===== src/rtl/bus_timer.sv =====
// Memory-mapped countdown timer on the CPU bridge: CTRL/PRESET/COUNT registers,
// a four-state countdown FSM and an interrupt request for one HWInt line.
module bus_timer #(
  parameter int COUNT_WIDTH = 32
) (
  input  logic        clk,
  input  logic        reset,
  input  logic [1:0]  addr,
  input  logic        we,
  input  logic [3:0]  be,
  input  logic [31:0] wdata,
  output logic [31:0] rdata,
  output logic        irq
);

  typedef enum logic [1:0] {IDLE, LOAD, CNT, INT} state_t;

  localparam logic [COUNT_WIDTH-1:0] ONE = COUNT_WIDTH'(1);

  state_t                 state, state_nxt;
  logic                   en, en_nxt;
  logic [1:0]             mode, mode_nxt;
  logic                   im, im_nxt;
  logic [COUNT_WIDTH-1:0] preset, preset_nxt;
  logic [COUNT_WIDTH-1:0] count, count_nxt;
  logic                   pending, pending_nxt;

  logic wr_ok, ctrl_wr, preset_wr;

  assign wr_ok     = we && (be == 4'b1111);
  assign ctrl_wr   = wr_ok && (addr == 2'd0);
  assign preset_wr = wr_ok && (addr == 2'd1);

  // FSM update first, then CPU writes override the registers they touch.
  always_comb begin
    state_nxt   = state;
    en_nxt      = en;
    mode_nxt    = mode;
    im_nxt      = im;
    preset_nxt  = preset;
    count_nxt   = count;
    pending_nxt = pending;

    case (state)
      IDLE: begin
        if (en) state_nxt = LOAD;
      end
      LOAD: begin
        count_nxt = preset;
        state_nxt = CNT;
      end
      CNT: begin
        if (!en) begin
          state_nxt = IDLE;
        end else if (count <= ONE) begin
          count_nxt = '0;
          state_nxt = INT;
        end else begin
          count_nxt = count - ONE;
        end
      end
      INT: begin
        if (mode == 2'd1) begin
          state_nxt = LOAD;
        end else begin
          en_nxt      = 1'b0;
          pending_nxt = 1'b1;
          state_nxt   = IDLE;
        end
      end
      default: state_nxt = IDLE;
    endcase

    if (ctrl_wr) begin
      en_nxt      = wdata[0];
      mode_nxt    = wdata[2:1];
      im_nxt      = wdata[3];
      pending_nxt = 1'b0;
      if (!wdata[0]) state_nxt = IDLE;
    end

    if (preset_wr) begin
      preset_nxt  = wdata[COUNT_WIDTH-1:0];
      pending_nxt = 1'b0;
    end
  end

  always_ff @(posedge clk) begin
    if (reset) begin
      state   <= IDLE;
      en      <= 1'b0;
      mode    <= 2'd0;
      im      <= 1'b0;
      preset  <= '0;
      count   <= '0;
      pending <= 1'b0;
    end else begin
      state   <= state_nxt;
      en      <= en_nxt;
      mode    <= mode_nxt;
      im      <= im_nxt;
      preset  <= preset_nxt;
      count   <= count_nxt;
      pending <= pending_nxt;
    end
  end

  always_comb begin
    rdata = 32'd0;
    case (addr)
      2'd0:    rdata = {28'd0, im, mode, en};
      2'd1:    rdata = 32'(preset);
      2'd2:    rdata = 32'(count);
      default: rdata = 32'd0;
    endcase
  end

  assign irq = im && ((state == INT) || pending);

endmodule


===== config.mk =====
export PLATFORM = sky130hd
export DESIGN_NAME = bus_timer
export DESIGN_NICKNAME = d
export VERILOG_FILES = /design/src/rtl/bus_timer.sv
export SDC_FILE = /design/constraint.sdc
export NUM_CORES = 1
export LEC_CHECK = 0
export CAP_MARGIN = 30
export CORE_UTILIZATION = 40
export CTS_BUF_LIST = sky130_fd_sc_hd__clkbuf_8
export CTS_CLUSTER_DIAMETER = 30
export CTS_CLUSTER_SIZE = 8
export DETAILED_ROUTE_END_ITERATION = 8
export DONT_BUFFER_PORTS = 1
export HOLD_SLACK_MARGIN = 0.05
export REMOVE_ABC_BUFFERS = 1
export SYNTH_ARGS = -nofsm -noshare
export SYNTH_HDL_FRONTEND = slang
export SYNTH_SLANG_ARGS = --single-unit
export TNS_END_PERCENT = 30

===== constraint.sdc =====
create_clock -name clk -period 2.29 [get_ports clk]
set_input_delay 0.229 -clock clk [delete_from_list [all_inputs] [get_ports clk]]
set_output_delay 0.229 -clock clk [all_outputs]
set_load 0.01 [all_outputs]

==> flow_metrics.py, run 1 <==
metrics = {
    "timing": {
        "period_share_pct": 94.4,
        "worstMarginPinSlew_ns": 0.786,
        "whs_ns": 0.0718,
        "rsz0062_at_grt": "no",
        "slew_headroom_pct": 47.2,
        "setup_viol_count_final": 0,
        "final_max_slew_viol_count": 0,
        "final.min_clock_period_ns": 2.16,
        "fin_worst_skew_ns": 0.00774,
        "fmax_mhz": 463,
        "hold_violations": 0,
    },
    "worst_setup_path": {
        "crit_slowest_cell": "o31a_2",
        "required_ns": 2.52,
        "rrSetupSlack_ns": 0.13,
        "crit_family": "compound AO/OA/AOI/OAI gates",
        "cp-end-kind": "register",
        "max_stage_delay_ns": 0.52,
        "cp.arrival_ns": 2.39,
        "cp_max_fo": 11,
        "startpoint_type": "register",
        "crit_path_cell_trace": "nor4_4 > nand4_4 > o31a_2 > a32o_1 > a22oi_1 > nor2_1",
        "critical_path_buf_inv_count": 0,
        "worstSetupPathType": "register to register",
    },
    "yosys": {
        "syn_avg_cell_area_um2": 7.77,
        "ys_ff_latch": 71,
        "ys.flop_type": "dfxtp_1",
        "ys_types": 60,
        "yosysSeqAreaShare_pct": 35.6,
        "synthCells": 514,
        "yosys_warnings": 0,
        "synth-edff-count": 0,
        "async_reset_ff_share_pct": 0,
        "syn-cell-area_um2": 4000,
    },
    "die": {
        "rows": 36,
        "io-pin-count": 74,
        "coreArea_um2": 9730,
        "dieArea_um2": 10400,
        "chipWidth_um": 102,
        "initial_utilization_pct": 41.1,
        "die_height_um": 102,
    },
    "grt": {
        "grt_pass1_vias": 3951,
        "grt_pass1_wl_um": 19800,
        "grt.total_usage_pct": 24.6,
        "grt_max_degree": 66,
        "antenna_found_initial": 0,
        "grt_overflow_total": 0,
    },
    "final_layout": {
        "mostFrequentLayoutCells": "105 x nand2_1, 71 x dfxtp_1, 57 x a21oi_1",
        "fin_nets": 610,
        "fin_cells": 705,
        "drive_above_1_share_pct": 15.7,
        "area_growth_syn_to_layout_pct": 22.4,
        "final_common_cell": "nand2_1",
        "num_antenna_cells": 0,
    },
    "power": {
        "powerDensity_nw_per_um2": 482,
        "leakagePower_nw": 1.82,
        "ir_worst_vdd_uv": 304,
    },
    "drt": {
        "firstDrtPassIters": 4,
        "wl_met3_um": 731,
        "vias_per_cell": 5.61,
        "drc_errors": 0,
        "drtIter0Drc": 184,
        "routedWlPerCell_um": 17.1,
        "routed.top_layer": "met4",
        "vias": 3956,
        "wl_met1_um": 5340,
        "ant_nets": 0,
        "dr_wl_met2_um": 5770,
        "wl_um": 12100,
    },
    "placement": {
        "io_buffers": 0,
        "placed_cells": 653,
        "place_hpwl_um": 8060,
        "gp_congestion": 0.929,
    },
    "worst_hold_path": {
        "hp-class": "input pin to register",
    },
    "clock_tree": {
        "cts_tree": "yes",
        "cts_made_buffers": 9,
        "path_clk_slew_ns": 0.07,
        "cts_buffer_depth": 2,
        "clk_latency_ns": 0.35,
        "cts.htree.levels": 3,
        "cts_num_sinks": 71,
        "cts_root_buf": "clkbuf_8",
    },
    "flow_run": {
        "drv_cap": 0,
    },
    "outcome": {
        "outcome": "complete, no violations",
    },
}
-- report_power, final --
part / internal [W] / total, W / switching [W]
sequential: 0.00124 / 0.00124 / 0.00000275
combinational: 0.0000619 / 0.000127 / 0.0000650
clock: 0.000520 / 0.000988 / 0.000469
-- state kept, by name, summed over array words and instances, names as in the netlist --
signal   count
im           1
mode         2
pending      1
state        2
preset      32
count       32
en           1
-- layer usage --
layer / track usage (%) / vias to the layer above
met5: 0 / -
met4: 8.24 / 0
met3: 6.70 / 19
met2: 41.2 / 99
met1: 30.5 / 1874
li1: - / 1964
-- layout make-up --
class	count	area (um2)
tap	133	166
clock buffer	10	138
timing repair buffer	83	726
multi-input combinational	395	2360
inverter	7	26.3
clock inverter	6	52.6
sequential	71	1420
fill	1008	4840
-- synthesized netlist by cell type, drive strengths merged (4+ instances only) --
| cell | count | area [um2] |
|---|---|---|
| clkbuf | 29 | 123 |
| a31oi | 9 | 56.3 |
| a21oi | 58 | 294 |
| o211ai | 4 | 30.0 |
| mux2i | 8 | 80.1 |
| a22o | 28 | 246 |
| nand3 | 16 | 80.1 |
| nor4 | 13 | 154 |
| buf | 12 | 91.3 |
| nor3 | 9 | 55.1 |
| nand2 | 106 | 400 |
| o21ai | 31 | 155 |
| o41ai | 4 | 42.6 |
| nor2 | 39 | 154 |
| nor2b | 6 | 37.5 |
| a22oi | 12 | 90.1 |
| o31ai | 10 | 88.8 |
| dfxtp | 71 | 1420 |
| inv | 7 | 26.3 |
-- worst paths after layout --
kind | startpoint | to | cells past startpoint
min | reset | state[1]$_SDFF_PP0_ | 2
min reg2reg | preset[4]$_SDFFE_PP0P_ | preset[4]$_SDFFE_PP0P_ | 2
max reg2reg | count[12]$_SDFFE_PP0P_ | count[21]$_SDFFE_PP0P_ | 6
max | count[12]$_SDFFE_PP0P_ | count[21]$_SDFFE_PP0P_ | 6
-- logic make-up after synthesis --
family,after synthesis,share of synthesized area [%]
compound gates,177,29.8
mux,9,2.29
simple gates,207,25.7
flops,71,35.6
buf+inv,48,6.01
fa+ha+maj,2,0.626
-- through the flow --
stage	setup TNS [ns]	utilization [%]	instance area, um2	total power [W]	setup slack [ns]
2_1_floorplan	-14.03	-	3780	0.00130	-0.357
3_3_place_gp	0	44.3	4310	0.00133	0.126
3_5_place_dp	0	44.3	4310	0.00133	0.0705
4_1_cts	0	49.8	4840	0.00238	0.0425
5_1_grt	0	50.2	4890	0.00245	0.0105
6_report	0	50.2	4890	0.00235	0.129
-- repair_timing --
| item | CTS | global route |
|---|---|---|
| hold endpoints to repair | 65 | 1 |
| endpoints found under the setup margin | 0 | 13 |
| hold buffers | 33 | 1 |
| gates resized for setup | 0 | 4 |
| setup buffers | 0 | 2 |
(Power assumes the default switching activity.)
==> run 2, diff against run 1 <==
==> constraint.sdc (replaced) <==
create_clock -name clk -period 2.29 [get_ports clk]
set_input_delay 0.229 -clock clk [delete_from_list [all_inputs] [get_ports clk]]
set_output_delay 0.229 -clock clk [all_outputs]
set_load 0.1 [all_outputs]
==> run 2 against run 1 <==
Against the previous run: via count is 4.6% higher; non-clock buffer count rose by 28; global-route usage is 0.56 points lower; worst setup slack got worse by 0.0069 ns; maximum frequency down 0.32%; wire length shrank 1.6%; core utilization increased by 2.2 points; cell count increased by 3.8%; cell area rose by 4.4%; clock power down 6.8%; worst hold slack got worse by 0.0080 ns.
==> flow_metrics.py, run 2 (synthesis results as in run 1) <==
metrics = {
    "timing": {
        "period_share_pct": 94.7,
        "setup_slack_ns": 0.122,
        "final_max_slew_viol_count": 0,
        "final.min_clock_period_ns": 2.17,
        "slew_headroom_pct": 45.0,
        "setup_viol_count_final": 0,
        "hold_violations": 0,
        "rsz0062_at_grt": "no",
        "fmax_mhz": 461,
        "fin_worst_skew_ns": 0.00954,
        "worstMarginPinSlew_ns": 0.819,
    },
    "drt": {
        "vias": 4137,
        "vias_per_cell": 5.65,
        "routedWlPerCell_um": 16.2,
        "wl_um": 11900,
        "firstDrtPassIters": 4,
        "drtIter0Drc": 164,
        "ant_nets": 0,
        "drc_errors": 0,
    },
    "final_layout": {
        "mostFrequentLayoutCells": "105 x nand2_1, 77 x buf_4, 71 x dfxtp_1",
        "fin_cells": 732,
        "num_antenna_cells": 0,
        "final_common_cell": "nand2_1",
        "drive_above_1_share_pct": 20.2,
        "multi_input_area_um2": 2370,
        "fin_nets": 638,
        "reg_top3": "count (32), preset (32)",
        "sequential_cell_area_um2": 1420,
        "fillers": 985,
        "area_growth_syn_to_layout_pct": 27.7,
    },
    "clock_tree": {
        "cts.htree.levels": 3,
        "cts_made_buffers": 9,
        "cts_tree": "yes",
        "cts_buffer_depth": 2,
        "cts_setup_buffers": 0,
        "cts_root_buf": "clkbuf_8",
        "path_clk_slew_ns": 0.08,
        "clk_latency_ns": 0.35,
        "cts_num_sinks": 71,
    },
    "power": {
        "switchingPower_w": 0.000530,
        "p_int_w": 0.00177,
        "leakagePower_nw": 1.97,
        "ir_worst_vdd_uv": 274,
        "pwr-share-clk_pct": 40.1,
        "switching_share_pct": 23.1,
        "seq_power_share_pct": 54.0,
        "p_total_w": 0.00229,
        "powerDensity_nw_per_um2": 450,
        "p_comb_share_pct": 5.8,
    },
    "die": {
        "initial_utilization_pct": 41.1,
        "rows": 36,
        "coreArea_um2": 9730,
        "chipWidth_um": 102,
        "io-pin-count": 74,
        "dieArea_um2": 10400,
        "die_height_um": 102,
    },
    "flow_run": {
        "drv_cap": 0,
    },
    "worst_setup_path": {
        "reg2reg_depth": 7,
        "worstSetupPathType": "register to register",
        "r2r_end": "count[21]$_SDFFE_PP0P_",
        "r2r_start": "count[5]$_SDFFE_PP0P_",
        "cp-end-kind": "register",
        "startpoint_type": "register",
        "rrSetupSlack_ns": 0.12,
        "cp.arrival_ns": 2.41,
        "cp_max_fo": 11,
        "required_ns": 2.53,
    },
    "placement": {
        "gp_congestion": 0.953,
        "place_hpwl_um": 8000,
        "io_buffers": 0,
        "pre_cts_ws_ns": 0.0998,
        "placed_cells": 684,
    },
    "grt": {
        "grt_pass1_wl_um": 19600,
        "grt_max_degree": 66,
        "grt_pass1_vias": 3981,
        "antenna_found_initial": 0,
        "grt_overflow_total": 0,
        "grt.total_usage_pct": 24.0,
    },
    "worst_hold_path": {
        "hp-class": "input pin to register",
        "worstHoldStart": "addr[1]",
        "hold_path_depth": 2,
        "whs_endpoint": "pending$_SDFFE_PP0P_",
    },
    "outcome": {
        "outcome": "complete, no violations",
    },
}
-- run 2: worst max-delay path by stage --
stage / from / to
after global routing: count[0]$_SDFFE_PP0P_ / count[19]$_SDFFE_PP0P_
after CTS: count[1]$_SDFFE_PP0P_ / count[11]$_SDFFE_PP0P_
final: count[5]$_SDFFE_PP0P_ / count[21]$_SDFFE_PP0P_
after global placement: count[1]$_SDFFE_PP0P_ / count[30]$_SDFFE_PP0P_
after floorplan: count[2]$_SDFFE_PP0P_ / rdata[2]
after detailed placement: count[1]$_SDFFE_PP0P_ / count[11]$_SDFFE_PP0P_
-- run 2: critical path, cell delays in order, from the launching register on --
cell and delay, ns:
dfxtp_1 0.37, nor4_4 0.27, buf_4 0.19, nand4_4 0.16
o31a_1 0.54, a32o_1 0.33, a22oi_1 0.14, nor2_1 0.05
-- run 2: stage by stage --
stage	utilization, %	instance area, um2	hold slack (ns)	TNS, ns
floorplan	-	3780	0.298	-22.09
global placement	47.0	4570	0.306	0
detailed placement	47.0	4570	0.310	0
CTS	52.3	5090	0.0521	0
global route	52.4	5100	0.0646	0
finish	52.4	5100	0.0638	0
-- run 2: power groups by stage --
stage | Sequential, W | Combinational [W] | Clock (W)
6_report | 0.00124 | 0.000134 | 0.000921
5_1_grt | 0.00124 | 0.000146 | 0.000986
4_1_cts | 0.00124 | 0.000134 | 0.000940
3_5_place_dp | 0.00127 | 0.0000666 | 0
3_3_place_gp | 0.00127 | 0.0000659 | 0
2_1_floorplan | 0.00127 | 0.0000394 | 0
-- run 2: per-layer routing --
| layer | part of all wire [%] | GRT usage [%] |
|---|---|---|
| met1 | 45 | 30.4 |
| met2 | 48 | 40.6 |
| met3 | 4.9 | 4.17 |
| met4 | 2.3 | 9.45 |
| met5 | 0 | 0 |
-- run 2: final cells by class --
cell class	instances	share of cell area [%]
multi-input cells	395	46.4
repair buffers	111	18.5
clock inverters	3	0.221
well taps	133	3.26
inverters	7	0.515
clock buffers	12	3.24
flip-flops and latches	71	27.9
-- run 2: what timing repair did --
action                     CTS  global route
hold endpoints to repair    65             0
hold buffers                33             0
setup endpoints to repair    0             6
resized for setup            0             2
==> run 3, diff against run 2 <==
--- a/config.mk
+++ b/config.mk
@@ -6,7 +6,7 @@
 export NUM_CORES = 1
 export LEC_CHECK = 0
 export CAP_MARGIN = 30
-export CORE_UTILIZATION = 40
+export CORE_UTILIZATION = 30
 export CTS_BUF_LIST = sky130_fd_sc_hd__clkbuf_8
 export CTS_CLUSTER_DIAMETER = 30
 export CTS_CLUSTER_SIZE = 8
==> run 3 against run 2 <==
Against the previous run: register-to-register slack improved by 0.04 ns; sequential share of layout area down 0.85 points; largest power group unchanged; first-iteration DRC count up 55%; die area grew 33%; power is 11% higher; combinational power barely moved; clock skew is 0.0086 ns higher; sequential power about the same; global-route usage fell by 4.8 points.
==> flow_metrics.py, run 3 (synthesis results as in run 1) <==
metrics = {
    "die": {
        "initial_utilization_pct": 31.2,
        "coreArea_um2": 12800,
        "io-pin-count": 74,
        "rows": 41,
        "die_height_um": 117,
        "chipWidth_um": 117,
        "dieArea_um2": 13800,
    },
    "timing": {
        "whs_ns": 0.0722,
        "final_max_slew_viol_count": 0,
        "rsz0062_at_grt": "no",
        "worstMarginPinSlew_ns": 0.588,
        "final.min_clock_period_ns": 2.13,
        "hold_violations": 0,
        "fmax_mhz": 469,
        "fin_worst_skew_ns": 0.0182,
        "setup_viol_count_final": 0,
        "period_share_pct": 93.1,
        "slew_headroom_pct": 60.8,
    },
    "worst_setup_path": {
        "worstSetupPathType": "register to register",
        "crit_path_cell_trace": "nor4_4 > nand2_1 > or3_4 > nor4_4 > mux2_1 > o2bb2ai_1",
        "critical_path_buf_inv_count": 0,
        "required_ns": 2.53,
        "cp-end-kind": "register",
        "startpoint_type": "register",
        "cpMostUsedCell": "nor4_4",
        "cp_max_fo": 6,
        "max_stage_delay_ns": 0.46,
        "crit_slowest_cell": "or3_4",
        "crit_family": "simple AND/OR/NAND/NOR gates",
        "cp.arrival_ns": 2.37,
    },
    "clock_tree": {
        "cts.htree.levels": 3,
        "cts_root_buf": "clkbuf_8",
        "cts_buffer_depth": 2,
        "clk_latency_ns": 0.37,
        "cts_num_sinks": 71,
        "path_clk_slew_ns": 0.09,
        "cts_made_buffers": 9,
        "cts_tree": "yes",
    },
    "grt": {
        "grt_max_degree": 66,
        "antenna_found_initial": 0,
        "grt_overflow_total": 0,
        "grt.total_usage_pct": 19.2,
        "grt_pass1_vias": 4143,
        "grt_pass1_wl_um": 21200,
    },
    "placement": {
        "io_buffers": 0,
        "place_hpwl_um": 8850,
        "gp_congestion": 0.877,
        "placed_cells": 727,
    },
    "drt": {
        "routedWlPerCell_um": 16.3,
        "wl_um": 12700,
        "drc_errors": 0,
        "vias": 4112,
        "drtIter0Drc": 255,
        "vias_per_cell": 5.29,
        "ant_nets": 0,
        "firstDrtPassIters": 7,
    },
    "worst_hold_path": {
        "hp-class": "input pin to register",
    },
    "outcome": {
        "outcome": "complete, no violations",
    },
    "final_layout": {
        "reg_top3": "count (32), preset (32)",
        "final_util_pct": 41.0,
        "area_growth_syn_to_layout_pct": 31.7,
        "final_common_cell": "nand2_1",
        "mostFrequentLayoutCells": "105 x nand2_1, 80 x buf_4, 71 x dfxtp_1",
        "fin_cells": 778,
        "num_antenna_cells": 0,
        "fin_nets": 644,
        "drive_above_1_share_pct": 21.5,
    },
    "power": {
        "powerDensity_nw_per_um2": 485,
        "leakagePower_nw": 2.01,
        "ir_worst_vdd_uv": 341,
    },
    "flow_run": {
        "drv_cap": 0,
    },
}
## run 3: final timing paths
kind                                                to  cells past startpoint  slack (ns)                    from
worst min register to register    pending$_SDFFE_PP0P_                      2        0.47    pending$_SDFFE_PP0P_
worst max-delay path            count[30]$_SDFFE_PP0P_                      6        0.16  count[12]$_SDFFE_PP0P_
worst min-delay path               state[1]$_SDFF_PP0_                      2        0.07                   reset
worst max register to register  count[30]$_SDFFE_PP0P_                      6        0.16  count[12]$_SDFFE_PP0P_
## run 3: area by class of cell
cell class / count / area [um2]
Clock inverter: 5 / 80.1
Timing Repair Buffer: 117 / 1000
Tap cell: 172 / 215
Fill cell: 1378 / 7560
Multi-Input combinational cell: 395 / 2370
Clock buffer: 11 / 151
Inverter: 7 / 26.3
Sequential cell: 71 / 1420
## run 3: per-layer routing
| metal | vias to the layer above | wire (um) | share of wire (%) | GRT usage, % |
|---|---|---|---|---|
| met5 | - | 0 | 0 | 0 |
| met3 | 15 | 515 | 4.1 | 4.09 |
| met1 | 1965 | 5790 | 46 | 23.8 |
| li1 | 2033 | - | - | - |
| met2 | 99 | 6180 | 49 | 33.0 |
| met4 | 0 | 184 | 1.5 | 6.01 |
## run 3: report_power, final
part           total [W]  switching, W  leakage [nW]  internal [W]
clock network    0.00118      0.000506         0.112      0.000671
logic           0.000135     0.0000727          1.33     0.0000622
registers        0.00124    0.00000278         0.572       0.00124
## run 3: repair_timing
item,CTS,global route
setup buffers,0,0
hold endpoints to repair,65,0
resized for setup,0,4
setup endpoints to repair,0,9
hold buffers,35,0
## run 3: worst reg2reg max path: stages (launching register included)
cell,delay (ns)
dfxtp_1,0.34
nor4_4,0.45
nand2_1,0.14
or3_4,0.46
nor4_4,0.15
mux2_1,0.34
o2bb2ai_1,0.13
## run 3: stage by stage
| stage | total power, W | cell area, um2 | worst slack, ns | TNS, ns |
|---|---|---|---|---|
| after floorplan | 0.00131 | 3780 | -0.548 | -22.09 |
| after global placement | 0.00133 | 4650 | 0.146 | 0 |
| after detailed placement | 0.00133 | 4650 | 0.0790 | 0 |
| after CTS | 0.00257 | 5250 | 0.0510 | 0 |
| after global routing | 0.00264 | 5260 | 0.0177 | 0 |
| final | 0.00255 | 5260 | 0.159 | 0 |
